==> config.mk <==
export PLATFORM = sky130hd
export DESIGN_NAME = eth_rx_framer
export DESIGN_NICKNAME = d
export VERILOG_FILES = /design/src/rtl/udp_pkg.sv /design/src/rtl/eth_rx_delay_line.sv /design/src/rtl/eth_rx_framer.sv
export SDC_FILE = /design/constraint.sdc
export NUM_CORES = 1
export LEC_CHECK = 0
export BUFFER_PORTS_ARGS = -buffer_cell sky130_fd_sc_hd__buf_4
export CORE_MARGIN = 3
export CORE_UTILIZATION = 53
export CTS_CLUSTER_DIAMETER = 60
export DETAILED_ROUTE_END_ITERATION = 6
export PLACE_DENSITY = 0.72
export RECOVER_POWER = 50
export SYNTH_ARGS = -nofsm -noshare
export SYNTH_HDL_FRONTEND = slang
export SYNTH_SLANG_ARGS = --single-unit
==> constraint.sdc <==
create_clock -name clk -period 9.6 [get_ports clk]
set_input_delay 1.44 -clock clk [delete_from_list [all_inputs] [get_ports clk]]
set_output_delay 1.44 -clock clk [all_outputs]
set_load 0.03 [all_outputs]
==> src/rtl/udp_pkg.sv <==
// Shared Ethernet receive constants, framer state type and MAC byte helper.
package udp_pkg;

    localparam logic [7:0]  ETH_PREAMBLE  = 8'h55;
    localparam logic [7:0]  ETH_SFD       = 8'hD5;
    localparam int unsigned ETH_HDR_LEN   = 14;
    localparam int unsigned ETH_FCS_LEN   = 4;
    localparam logic [15:0] ETH_TYPE_IPV4 = 16'h0800;
    localparam logic [47:0] BCAST_MAC     = 48'hFFFF_FFFF_FFFF;

    typedef enum logic [2:0] {
        IDLE,
        PREAMBLE,
        HEADER,
        PAYLOAD,
        DISCARD
    } rx_state_t;

    // Byte idx of an address in wire order (idx 0 = most significant byte).
    function automatic logic [7:0] mac_byte(input logic [47:0] mac, input logic [3:0] idx);
        logic [47:0] shifted;
        shifted = mac << {idx, 3'b000};
        return shifted[47:40];
    endfunction

endpackage

==> src/rtl/eth_rx_delay_line.sv <==
// Byte shift register with occupancy count; newest byte at mem[0], oldest at mem[count-1].
module eth_rx_delay_line #(
    parameter int unsigned DEPTH = 5,
    parameter int unsigned CW    = $clog2(DEPTH + 1)
) (
    input  logic          clk,
    input  logic          rst,
    input  logic          push,
    input  logic          pop,
    input  logic          clear,
    input  logic [7:0]    din,
    output logic [7:0]    dout,
    output logic [CW-1:0] count
);

    logic [7:0] mem [DEPTH];

    always_ff @(posedge clk or posedge rst) begin
        if (rst) begin
            count <= '0;
            for (int unsigned i = 0; i < DEPTH; i++) mem[i] <= '0;
        end else begin
            if (push) begin
                mem[0] <= din;
                for (int unsigned i = 1; i < DEPTH; i++) mem[i] <= mem[i-1];
            end
            // A push into a full line without pop discards the oldest entry.
            if (clear)
                count <= '0;
            else if (push && !pop && count != CW'(DEPTH))
                count <= count + 1'b1;
            else if (pop && !push && count != '0)
                count <= count - 1'b1;
        end
    end

    always_comb begin
        dout = '0;
        for (int unsigned i = 0; i < DEPTH; i++)
            if (count == CW'(i + 1)) dout = mem[i];
    end

endmodule

==> src/rtl/eth_rx_framer.sv <==
// Ethernet receive framer: strips preamble/SFD, filters dst MAC and EtherType, strips header and FCS.
// Define ETH_RX_BCAST_EN to also accept frames addressed to the broadcast MAC.
module eth_rx_framer
    import udp_pkg::*;
#(
    parameter logic [47:0] MAC_ADDR = 48'h02_00_00_00_00_01,
    parameter int unsigned PRE_MIN  = 6,
    parameter int unsigned MAX_LEN  = 1504
) (
    input  logic        clk,
    input  logic        rst,
    input  logic [7:0]  rx_data,
    input  logic        rx_dv,
    input  logic        rx_er,
    output logic [7:0]  udp_rx,
    output logic        udp_rx_valid,
    output logic        udp_rx_first,
    output logic        udp_rx_last,
    output logic        udp_rx_abort,
    output logic [15:0] drop_cnt
);

    localparam int unsigned DL_DEPTH = ETH_FCS_LEN + 1;
    localparam int unsigned DL_CW    = $clog2(DL_DEPTH + 1);
    localparam logic [3:0]  HDR_LAST = 4'(ETH_HDR_LEN - 1);

    rx_state_t        state, state_nxt;
    logic [3:0]       pcnt, hcnt;
    logic [15:0]      byte_cnt;
    logic             first_sent;
    logic             ucast_miss, ucast_miss_nxt;
    logic             type_miss, type_miss_nxt;
    logic             hdr_accept, hdr_last, sfd_ok, len_over;
    logic             dl_push, dl_pop, dl_clear, dl_full;
    logic [7:0]       dl_dout;
    logic [DL_CW-1:0] dl_count;
    logic             emit, emit_last, abort_nxt, drop_inc;

    eth_rx_delay_line #(.DEPTH(DL_DEPTH), .CW(DL_CW)) u_dl (
        .clk   (clk),
        .rst   (rst),
        .push  (dl_push),
        .pop   (dl_pop),
        .clear (dl_clear),
        .din   (rx_data),
        .dout  (dl_dout),
        .count (dl_count)
    );

    assign dl_full  = (dl_count == DL_CW'(DL_DEPTH));
    assign hdr_last = (hcnt == HDR_LAST);
    assign sfd_ok   = (rx_data == ETH_SFD) && (32'(pcnt) >= PRE_MIN);
    assign len_over = (32'(byte_cnt) == MAX_LEN);

    // Address/type misses accumulate over the header; the current byte is folded in for the decision at byte 13.
    always_comb begin
        ucast_miss_nxt = ucast_miss;
        type_miss_nxt  = type_miss;
        if (hcnt < 4'd6 && rx_data != mac_byte(MAC_ADDR, hcnt)) ucast_miss_nxt = 1'b1;
        if (hcnt == 4'd12 && rx_data != ETH_TYPE_IPV4[15:8])    type_miss_nxt  = 1'b1;
        if (hdr_last && rx_data != ETH_TYPE_IPV4[7:0])          type_miss_nxt  = 1'b1;
    end

`ifdef ETH_RX_BCAST_EN
    logic bcast_miss, bcast_miss_nxt;

    always_comb begin
        bcast_miss_nxt = bcast_miss;
        if (hcnt < 4'd6 && rx_data != BCAST_MAC[47:40]) bcast_miss_nxt = 1'b1;
    end

    always_ff @(posedge clk or posedge rst) begin
        if (rst)                  bcast_miss <= 1'b0;
        else if (state != HEADER) bcast_miss <= 1'b0;
        else                      bcast_miss <= bcast_miss_nxt;
    end

    assign hdr_accept = !type_miss_nxt && (!ucast_miss_nxt || !bcast_miss_nxt);
`else
    assign hdr_accept = !type_miss_nxt && !ucast_miss_nxt;
`endif

    always_ff @(posedge clk or posedge rst) begin
        if (rst) state <= IDLE;
        else     state <= state_nxt;
    end

    always_comb begin
        state_nxt = state;
        case (state)
            IDLE:
                if (rx_dv) state_nxt = (rx_data == ETH_PREAMBLE) ? PREAMBLE : DISCARD;
            PREAMBLE:
                if (!rx_dv)                       state_nxt = IDLE;
                else if (rx_data == ETH_PREAMBLE) state_nxt = PREAMBLE;
                else if (sfd_ok)                  state_nxt = HEADER;
                else                              state_nxt = DISCARD;
            HEADER:
                if (!rx_dv)        state_nxt = IDLE;
                else if (rx_er)    state_nxt = DISCARD;
                else if (hdr_last) state_nxt = hdr_accept ? PAYLOAD : DISCARD;
            PAYLOAD:
                if (!rx_dv)                   state_nxt = IDLE;
                else if (rx_er || len_over)   state_nxt = DISCARD;
            DISCARD:
                if (!rx_dv) state_nxt = IDLE;
            default:
                state_nxt = IDLE;
        endcase
    end

    always_comb begin
        dl_push   = 1'b0;
        dl_pop    = 1'b0;
        dl_clear  = 1'b0;
        emit      = 1'b0;
        emit_last = 1'b0;
        abort_nxt = 1'b0;
        drop_inc  = 1'b0;
        case (state)
            HEADER:
                if (!rx_dv || rx_er || (hdr_last && !hdr_accept)) drop_inc = 1'b1;
            PAYLOAD:
                if (!rx_dv) begin
                    dl_clear = 1'b1;
                    if (dl_full) begin
                        emit      = 1'b1;
                        emit_last = 1'b1;
                    end else begin
                        drop_inc  = 1'b1;
                    end
                end else if (rx_er || len_over) begin
                    dl_clear  = 1'b1;
                    drop_inc  = 1'b1;
                    abort_nxt = first_sent;
                end else begin
                    dl_push = 1'b1;
                    if (dl_full) begin
                        dl_pop = 1'b1;
                        emit   = 1'b1;
                    end
                end
            default: ;
        endcase
    end

    always_ff @(posedge clk or posedge rst) begin
        if (rst) begin
            pcnt         <= '0;
            hcnt         <= '0;
            byte_cnt     <= '0;
            first_sent   <= 1'b0;
            ucast_miss   <= 1'b0;
            type_miss    <= 1'b0;
            udp_rx       <= '0;
            udp_rx_valid <= 1'b0;
            udp_rx_first <= 1'b0;
            udp_rx_last  <= 1'b0;
            udp_rx_abort <= 1'b0;
            drop_cnt     <= '0;
        end else begin
            if (state == IDLE)
                pcnt <= 4'd1;
            else if (state == PREAMBLE && rx_data == ETH_PREAMBLE && pcnt != 4'hF)
                pcnt <= pcnt + 4'd1;

            if (state != HEADER) begin
                hcnt       <= '0;
                ucast_miss <= 1'b0;
                type_miss  <= 1'b0;
            end else begin
                hcnt       <= hcnt + 4'd1;
                ucast_miss <= ucast_miss_nxt;
                type_miss  <= type_miss_nxt;
            end

            if (state != PAYLOAD) byte_cnt <= '0;
            else if (dl_push)     byte_cnt <= byte_cnt + 16'd1;

            if (state_nxt != PAYLOAD) first_sent <= 1'b0;
            else if (emit)            first_sent <= 1'b1;

            udp_rx       <= emit ? dl_dout : '0;
            udp_rx_valid <= emit;
            udp_rx_first <= emit && !first_sent;
            udp_rx_last  <= emit_last;
            udp_rx_abort <= abort_nxt;

            if (drop_inc && drop_cnt != '1) drop_cnt <= drop_cnt + 16'd1;
        end
    end

endmodule

After elaboration in Yosys (flattened, before gate mapping)
Index checks and enable logic that the tools add are counted.
W data, S select, Z words.
- bits of input ports: 12
- output and inout bits: 28
- register bits after elaboration: 101
- logic and storage cells: 136
- multiplexer cells: 55
- $lt $le $gt $ge: 2
- $add $sub $neg: 6
- shifts and indexed selects: 1
- reductions and logical operators: 31
- equality and inequality tests: 22
- operators with widths (kind ; count):
    $mux W8 ; 6
    $shl A42 B7 Y48 const A ; 1
    $mux W3 ; 15
    $add A16 B1 Y16 const B ; 2
    $mux W16 ; 2
    $mux W1 ; 27
    $eq A16 B11 Y1 const B ; 1
    $ne A16 B16 Y1 const B ; 1
    $pmux W3 S5 ; 1
    $logic_and A1 B1 Y1 ; 14
    $eq A3 B2 Y1 const B ; 4
    $mux W4 ; 3
    $eq A3 B3 Y1 const B ; 3
    $ne A3 B2 Y1 const B ; 3
    $add A4 B1 Y4 const B ; 2
    $eq A4 B4 Y1 const B ; 2
    $eq A8 B7 Y1 const B ; 1
    $eq A8 B8 Y1 const B ; 1
    $ne A8 B4 Y1 const B ; 1
    $ne A8 B8 Y1 ; 1
    $reduce_bool A8 Y1 ; 1
    $logic_not A1 Y1 ; 7
    $eq A3 B1 Y1 const B ; 2
    $reduce_bool A2 Y1 ; 3
    10 further kinds ; 13

Depth between registers and ports, before layout
Gate-level depths: netlist (run 1).
- depth in word-level cells: 13
- gate-level depth with buffers: 10
- mapped depth without buffers: 8

Hierarchy
From an unflattened synthesis (run 1), not the netlist that was laid out.
- cell total of the unflattened synthesis: 468
- area total of the unflattened synthesis: 4977.3 um^2
- by module, submodules not included (module ; seq. area each (um^2) ; instances ; cells an instance ; area an instance (um^2)):
    eth_rx_framer ; 1451.4 ; 1 ; 289 ; 2890.3
    eth_rx_delay_line ; 1076.0 ; 1 ; 179 ; 2087.0

Worst setup path before layout (run 1)
No wires, ideal clock.
- path kind: in2reg
- start point: in rx_data[7]
- end point: reg drop_cnt[7]
- setup slack: 6.264 ns
- data arrival time: 3.198 ns
- stages on the path: 7
- data required time: 9.461 ns
- buffers on the path: 1
- library setup time: 0.139 ns
- cells stage by stage: or4_1 -> nor4_1 -> o21bai_1 -> o21ai_1 -> clkbuf_1 -> a21oi_1 -> xor2_1
- longest elaborated chain between the ends: 12
- elaborated cells between the ends (all ways): 18
- RTL lines (item ; line ; source):
    start: declaration ; eth_rx_framer.sv:12 ; input logic [7:0] rx_data,
    $ne A8 B4 Y1 ; eth_rx_framer.sv:60 ; if (hcnt == 4'd12 && rx_data != ETH_TYPE_IPV4[15:8]) type_miss_nxt = 1'b1;
    $logic_and A1 B1 Y1 ; eth_rx_framer.sv:60 ;
    $mux W1 ; eth_rx_framer.sv:60 ;
    $mux W1 ; eth_rx_framer.sv:61 ; if (hdr_last && rx_data != ETH_TYPE_IPV4[7:0]) type_miss_nxt = 1'b1;
    $logic_not A1 Y1 ; eth_rx_framer.sv:80 ; assign hdr_accept = !type_miss_nxt && !ucast_miss_nxt;
    $logic_and A1 B1 Y1 (*) ; eth_rx_framer.sv:80 ;
    $logic_not A1 Y1 (*) ; eth_rx_framer.sv:122 ; if (!rx_dv || rx_er || (hdr_last && !hdr_accept)) drop_inc = 1'b1;
    $logic_and A1 B1 Y1 (*) ; eth_rx_framer.sv:122 ;
    $logic_or A1 B1 Y1 (*) ; eth_rx_framer.sv:122 ;
    $mux W1 (*) ; eth_rx_framer.sv:122 ;
    $pmux W1 S2 (*) ; eth_rx_framer.sv:120 ; case (state)
    $logic_and A1 B1 Y1 (*) ; eth_rx_framer.sv:189 ; if (drop_inc && drop_cnt != '1) drop_cnt <= drop_cnt + 16'd1;
    end signal: assignment ; eth_rx_framer.sv:189 ;
    end: declaration ; eth_rx_framer.sv:20 ; output logic [15:0] drop_cnt
Every way passes the cells marked *; elsewhere a longest branch is shown, timed or not.
A chain may end at the register's enable or synchronous reset.

==> summary.md, run 1 <==
| Metric | Value |
|---|---|
| Synthesis warning total | 0 |
| Type of the tightest min-delay check | reg2reg |
| Sw frac | 0.256 |
| Cell family with the largest share of critical-path delay | buffers and inverters |
| Power per standard cell area | 143 nW/um2 |
| Number of fill cells | 756 |
| Slowest cell delay on critical path | 2600 ps |
| Top fanout value on the critical path | just under 70 |
| Final total power | 0.739 mW |
| Clk sink count | roughly 100 |
| Max-Cap Viols | 1 |
| Critical path capture point type | async pin |
| Multi-input gate area | between 1500 and 2000 um2 |
| Portion of netlist area occupied by mux cells | 0.00482 |
| Internal Power | 0.550 mW |
| Unrepaired setup endpoints after global routing | no |
| Remaining number of nets flagged by the antenna check after routing | 0 |
| Postcts setup bufs | 0 |
| Post-synth ARST share | 1.00 |
| Worst path slowest cell | sky130_fd_sc_hd__clkbuf_1 |
| Initial antenna violation count | 0 |
| Area share of xor/xnor cells in the synthesized design | 0.0562 |
| Die outline height | 99.9 um |
| Final worst path period need | ~5300 ps |
| Wire length per cell | 13.8 um |
| Die width | 99.9 um |
| Number of instances in the synthesized netlist | 486 |
| Via count | 3395 |
| Detailed Place HPWL | 5930 um |
| Number of enable flip-flop cells after synthesis | 0 |
| Outcome | complete, but fails checks |
| Port Buffers | 39 |
| Total iterations of the first detailed-routing run | 4 |
| Number of diodes | 0 |
| Violation count after the first detailed-routing iteration | ~190 |
| Final Wtd Congestion | 0.796 |
| Flip-flop and latch area | approximately 2500 um2 |
| Compound-Gate Fraction of Synth Area | 0.0935 |
| CP arrival | 5020 ps |
| Final hold violation count | 0 |
| Post-route clock skew | 9.30 ps |
| Arithmetic-cell share of the synthesized area counting full adders, half adders and majority gates | 0.0321 |
| Area share of the largest cell type after synthesis | 0.541 |
| Lkg Pwr | 2.45 nW |
| Final setup slack of the worst path | around 4300 ps |
| Most used DFF post-synth | sky130_fd_sc_hd__dfrtp_1 |
| Max-slew violations | 69 |
| Resized cells post-CTS | 0 |
| All-layer global routing usage | 0.190 |
| Fraction of final layout cells sized beyond drive strength 1 | 0.0992 |
| Basic-gate share of the synthesized area counting and, or, nand and nor cells | 0.239 |
| Max Clk Rate | around 0.19 GHz |
| Share of synthesized area occupied by flip-flops and latches | 0.541 |
| Fraction of power consumed by the clock network | 0.361 |
| Ratio of final minimum period to clock period | 0.557 |
| FP Rows | 33 |
| Buf+Inv Stages, Crit Path | 3 |
| Combinational family with the most area after synthesis | simple AND/OR/NAND/NOR gates |
| Global-route congestion overflow total | 0 |
| Flop and latch count out of synthesis | between 100 and 150 |
| Category of the most critical setup path | in2async |
| Sequential group share of total power | 0.591 |
| Count of H-tree levels built during CTS | 3 |
| CTS Root Buffer Type | sky130_fd_sc_hd__clkbuf_8 |
| Post-synthesis cell area | roughly 4700 um2 |
| Combinational group share of total power | 0.048 |
| Clk Latency, worst-skew pair | 370 ps |
| Crit start category | input port |
| Reported net switching power | 0.189 mW |
| Violations in the final reports | max-capacitance violations, max-slew violations |
| Wire length of the first global-routing pass | 15300 um |
| Worst endpoint required time | 9270 ps |
| VDD IR max | 85.2 uV |
| Vias in the first global route | between 3k and 4k |
| Synth-to-layout area growth | 10.3% |
| Netlist cell types | 50 |
| Largest area contributor in the synthesized netlist | sky130_fd_sc_hd__dfrtp_1 |
| Worst-case setup slack after placement | 5480 ps |
| Net count, final | 543 |
| Cells along the critical path | clkbuf_4, clkinvlp_2, clkbuf_1 |
| CTS tree | built |
| Core area | 8380 um2 |
| I/O pin count | 40 |
| Largest net degree at the start of global routing | 69 |
| Cts-stage hold buffer count | 0 |
| Net count after synthesis | 510 |
| Slew HR | -1.39 |
| # DRC | 0 |
| Biggest area contributors in the synthesized netlist | sky130_fd_sc_hd__dfrtp_1, sky130_fd_sc_hd__nand2_1, sky130_fd_sc_hd__xor2_1 |
| Vias per std cell | 5.40 |
| Starting density of the core | 0.557 |
| Die area | 9980 um2 |
| Clock Pin Slew Worst Setup and Hold Paths | 100 ps |
| Leading cell types in the layout, fill and taps excluded | sky130_fd_sc_hd__nand2_1, sky130_fd_sc_hd__dfrtp_1, sky130_fd_sc_hd__nor2_1 |
| Transition time of the tightest slew-check pin | 3580 ps |
| Number of buffers on the longest clock path | 2 |
| Average cell area after synthesis | slightly below 10 um2 |
| Sum Neg Setup Slack | 0 ps |
| Total wirelength of the detailed-routed design | 8670 um |
| Most common library cell in the layout ignoring fill and taps | sky130_fd_sc_hd__nand2_1 |
| Cts bufs inserted | 9 |
| Final setup fails | 0 |
-- cells by family (layout without fill, tap and decap cells) --
| family | after synthesis | after routing |
|---|---|---|
| xor gates and xnor gates | 30 | 30 |
| adders and majority gates | 12 | 12 |
| and+or+nand+nor | 245 | 245 |
| muxes | 2 | 2 |
| buffers and inverters | 35 | 73 |
| DFF | 101 | 101 |
| AOI/OAI and AO/OA | 61 | 61 |
-- synthesized netlist by cell type (all sizes together), types with 9 or more instances --
cell / n
nor2: 30
o21ai: 9
nand2: 140
inv: 15
nand3: 18
xor2: 23
nand4: 10
ha: 12
dfrtp: 101
clkbuf: 17
o21a: 11
a21oi: 16
-- layout make-up --
class | count | share of cell area
Clock buffer | 10 | 0.0267
Clock inverter | 6 | 0.0119
Inverter | 15 | 0.0112
Multi-Input combinational cell | 350 | 0.387
Sequential cell | 101 | 0.491
Tap cell | 105 | 0.0255
Timing Repair Buffer | 42 | 0.0466
-- power groups by stage --
stage,combinational [mW],sequential (mW),clock [mW]
after global placement,0.0374,0.445,0
after floorplan,0.0151,0.452,0
after detailed placement,0.0382,0.445,0
final,0.0355,0.437,0.266
after global routing,0.0393,0.438,0.291
after CTS,0.0382,0.437,0.275
-- path summary, 6_finish.rpt --
path	to	cells past startpoint	slack (ps)	from
setup / recovery	udp_rx_first	3	4250	rst
hold / removal	u_dl.mem[31]	2	470	u_dl.mem[39]
setup reg to reg	drop_cnt[1]	8	6510	hcnt[0]
hold reg to reg	u_dl.mem[31]	2	470	u_dl.mem[39]
max in group clk	drop_cnt[1]	7	5770	rx_data[7]
min in group asynchronous	u_dl.mem[37]	2	1390	rst
-- flip-flops by register name (all words and copies together), names as in the netlist, 3 cells and up --
name,flops
udp_rx,8
u_dl.count,3
drop_cnt,16
byte_cnt,16
pcnt,4
state,3
u_dl.mem,40
hcnt,4
-- stage by stage --
step | cells | hold slack (ps) | area [um2] | util
floorplan | 486 | 424 | 4670 | -
global placement | 613 | 451 | 5030 | 0.600
detailed placement | 613 | 450 | 5030 | 0.600
CTS | 629 | 478 | 5230 | 0.624
global route | 629 | 503 | 5150 | 0.615
finish | 629 | 474 | 5150 | 0.615
-- worst reg2reg max path: cells and delay by family (launching register included) --
kind	cells	cell delay, ps
AOI/OAI and AO/OA	2	1110
muxes	2	600
buffers and inverters	1	60
DFF	1	430
adders and majority gates	1	230
and+or+nand+nor	2	550
-- per-layer routing --
| layer | GRT usage | vias to the layer above | routed length [um] |
|---|---|---|---|
| met5 | 0 | - | 0 |
| met4 | 0.0483 | 0 | 98 |
| met3 | 0.0466 | 8 | 342 |
| met2 | 0.308 | 58 | 4130 |
| met1 | 0.259 | 1638 | 4090 |
| li1 | - | 1691 | - |
Note: power is estimated with default switching activity, not from simulation.
==> run 2, diff against run 1 <==
Clock period 9.6 ns to 5.1 ns, I/O delays scaled along.
==> run 2 against run 1 <==
Compared with the run above: sequential share of layout area is 0.31 points lower; largest power group unchanged; critical path depth up 4; clock-buffer cell count did not move; setup slack worse by 2300 ps; register-to-register slack got worse by 4500 ps; wire length increased by 1.3%; the flow still finishes with violations (max-capacitance violations, max-slew violations); sequential power up 88%; final cell count fell by 0.16%.
==> summary.md, run 2 (synthesis gave the netlist of run 1 again) <==
| Metric | Value |
|---|---|
| Core area | 8380 um2 (unchanged) |
| Top Registers | u_dl.mem (40), byte_cnt (16), drop_cnt (16) (unchanged) |
| Max-Cap Viols | 1 (unchanged) |
| CTS Root Buffer Type | sky130_fd_sc_hd__clkbuf_8 (unchanged) |
| Top fanout value on the critical path | 15 (was 68) |
| Global-route congestion overflow total | 0 (unchanged) |
| Cell family with the largest share of critical-path delay | compound AO/OA/AOI/OAI gates (was buffers and inverters) |
| Buf+Inv Stages, Crit Path | 1 (was 3) |
| Final hold violation count | 0 (unchanged) |
| Post-route clock skew | 12.9 ps (was 9.30 ps) |
| Register-to-Register Path Depth | 8 (unchanged) |
| Sum Neg Setup Slack | 0 ps (unchanged) |
| Violations in the final reports | max-capacitance violations, max-slew violations (unchanged) |
| Final total power | 1.38 mW (was 0.739 mW) |
| Resized cells post-CTS | 0 (unchanged) |
| Violation count after the first detailed-routing iteration | 181 (was 186) |
| Final Wtd Congestion | 0.796 (about the same) |
| Detailed Place HPWL | 6020 um (was 5930 um) |
| Cells along the critical path | buf_4, or4_1, nor4_1, o21bai_1, o21ai_1, nand2_1, mux2_2 (was clkbuf_4, clkinvlp_2, clkbuf_1) |
| Leading cell types in the layout, fill and taps excluded | sky130_fd_sc_hd__nand2_1, sky130_fd_sc_hd__dfrtp_1, sky130_fd_sc_hd__buf_4 (was sky130_fd_sc_hd__nand2_1, sky130_fd_sc_hd__dfrtp_1, sky130_fd_sc_hd__nor2_1) |
| Die width | 99.9 um (unchanged) |
| Total iterations of the first detailed-routing run | 4 (unchanged) |
| Lkg Pwr | 2.50 nW (was 2.45 nW) |
| Ratio of final minimum period to clock period | 0.609 |
| Die area | 9980 um2 (unchanged) |
| Biggest register | u_dl.mem (unchanged) |
| Worst reg2reg startpoint | hcnt[0] (unchanged) |
| Largest net degree at the start of global routing | 70 (was 69) |
| Wire length of the first global-routing pass | 15500 um (was 15300 um) |
| Net count, final | 543 (unchanged) |
| VDD IR max | 150 uV (was 85.2 uV) |
| Port Buffers | 39 (unchanged) |
| Critical path endpoint | drop_cnt[1] (was udp_rx_first) |
| Via count | 3458 (was 3395) |
| Final setup fails | 0 (unchanged) |
| Clock Pin Slew Worst Setup and Hold Paths | 100 ps (about the same) |
| Remaining number of nets flagged by the antenna check after routing | 0 (unchanged) |
| Power per standard cell area | 266 nW/um2 (was 143 nW/um2) |
| Slew HR | -0.986 (was -1.39) |
| Die outline height | 99.9 um (unchanged) |
| Launch point of the critical path | rx_data[7] (was rst) |
| Initial antenna violation count | 0 (unchanged) |
| Transition time of the tightest slew-check pin | 2960 ps (was 3580 ps) |
| All-layer global routing usage | 0.192 (was 0.190) |
| Reg-to-reg endpoint | drop_cnt[1] (unchanged) |
| Clk sink count | 101 (unchanged) |
| Fraction of final layout cells sized beyond drive strength 1 | 0.120 (was 0.0992) |
| Worst path slowest cell | sky130_fd_sc_hd__o21ai_1 (was sky130_fd_sc_hd__clkbuf_1) |
| Number of diodes | 0 (unchanged) |
| Max Clk Rate | 0.322 GHz |
| Critical path capture point type | register (was async pin) |
| CP arrival | 3360 ps (was 5020 ps) |
| Clk Latency, worst-skew pair | 360 ps (was 370 ps) |
| Starting density of the core | 0.557 (unchanged) |
| I/O pin count | 40 (unchanged) |
| Type of the tightest min-delay check | reg2reg (unchanged) |
| Cts-stage hold buffer count | 0 (unchanged) |
| Wire length per cell | 14.0 um (was 13.8 um) |
| Number of fill cells | 735 (was 756) |
| Worst endpoint required time | 5350 ps (was 9270 ps) |
| Most common library cell in the layout ignoring fill and taps | sky130_fd_sc_hd__nand2_1 (unchanged) |
| Category of the most critical setup path | in2reg (was in2async) |
| Flop-to-flop setup slack | 2020 ps (was 6510 ps) |
| Outcome | complete, but fails checks (unchanged) |
| Count of cell instances traversed by the critical path | 7 (was 3) |
| Number of buffers on the longest clock path | 2 (unchanged) |
| Slowest cell delay on critical path | 980 ps (was 2600 ps) |
| Number of flip-flops under the largest register name | 40 (unchanged) |
| Vias per std cell | 5.51 (was 5.40) |
| Synth-to-layout area growth | 11.0% (was 10.3%) |
| Count of H-tree levels built during CTS | 3 (unchanged) |
| Vias in the first global route | 3413 (was 3367) |
| Total wirelength of the detailed-routed design | 8780 um (was 8670 um) |
| CTS tree | built (unchanged) |
| FP Rows | 33 (unchanged) |
| Crit start category | input port (unchanged) |
| Cts bufs inserted | 9 (unchanged) |
| # DRC | 0 (unchanged) |
| Unrepaired setup endpoints after global routing | no (unchanged) |
| Final worst path period need | 3110 ps |
| Postcts setup bufs | 0 (unchanged) |
| Max-slew violations | 70 (was 69) |
## run 2: layout make-up
| cell class | instances | area [um2] | area share |
|---|---|---|---|
| clock buffer | 10 | 138 | 0.0266 |
| inverter | 15 | 57.6 | 0.0111 |
| timing repair buffer | 42 | 285 | 0.0550 |
| sequential | 101 | 2530 | 0.488 |
| clock inverter | 5 | 48.8 | 0.00941 |
| tap | 105 | 131 | 0.0253 |
| multi-input combinational | 350 | 2000 | 0.385 |
## run 2: worst min path at each step
stage                 startpoint           end  slack (ps)  cells past startpoint
finish              u_dl.mem[35]  u_dl.mem[27]         470                      2
global route        u_dl.mem[23]  u_dl.mem[15]         500                      2
CTS                 u_dl.mem[35]  u_dl.mem[27]         480                      2
detailed placement  u_dl.mem[23]  u_dl.mem[15]         450                      2
global placement    u_dl.mem[22]  u_dl.mem[14]         450                      2
floorplan             first_sent  udp_rx_first         420                      1
## run 2: layer usage
layer  track usage  routed length, um  share of wire
met5             0                  0              0
met4        0.0494                 98          0.011
met3        0.0521                302          0.034
met2         0.317               4240           0.48
met1         0.254               4140           0.47
## run 2: worst min-delay path, cell delays in order, from the launching register on
cell                      delay [ps]
sky130_fd_sc_hd__dfrtp_1         360
sky130_fd_sc_hd__nand2_1          50
sky130_fd_sc_hd__nand2_1          50
## run 2: metrics by stage
step           setup slack (ps)  hold WS, ps  instances  utilization  cell area (um2)
2_1_floorplan              1690          424        486            -             4670
3_3_place_gp               1720          450        613        0.600             5030
3_5_place_dp               1650          451        613        0.600             5030
4_1_cts                    2060          475        628        0.622             5220
5_1_grt                    1820          498        628        0.618             5180
6_report                   1990          472        628        0.618             5180
## run 2: power by group
part	internal, mW	switching, mW
clock network	0.201	0.284
logic	0.0236	0.0464
registers	0.810	0.0130
total	1.03	0.344
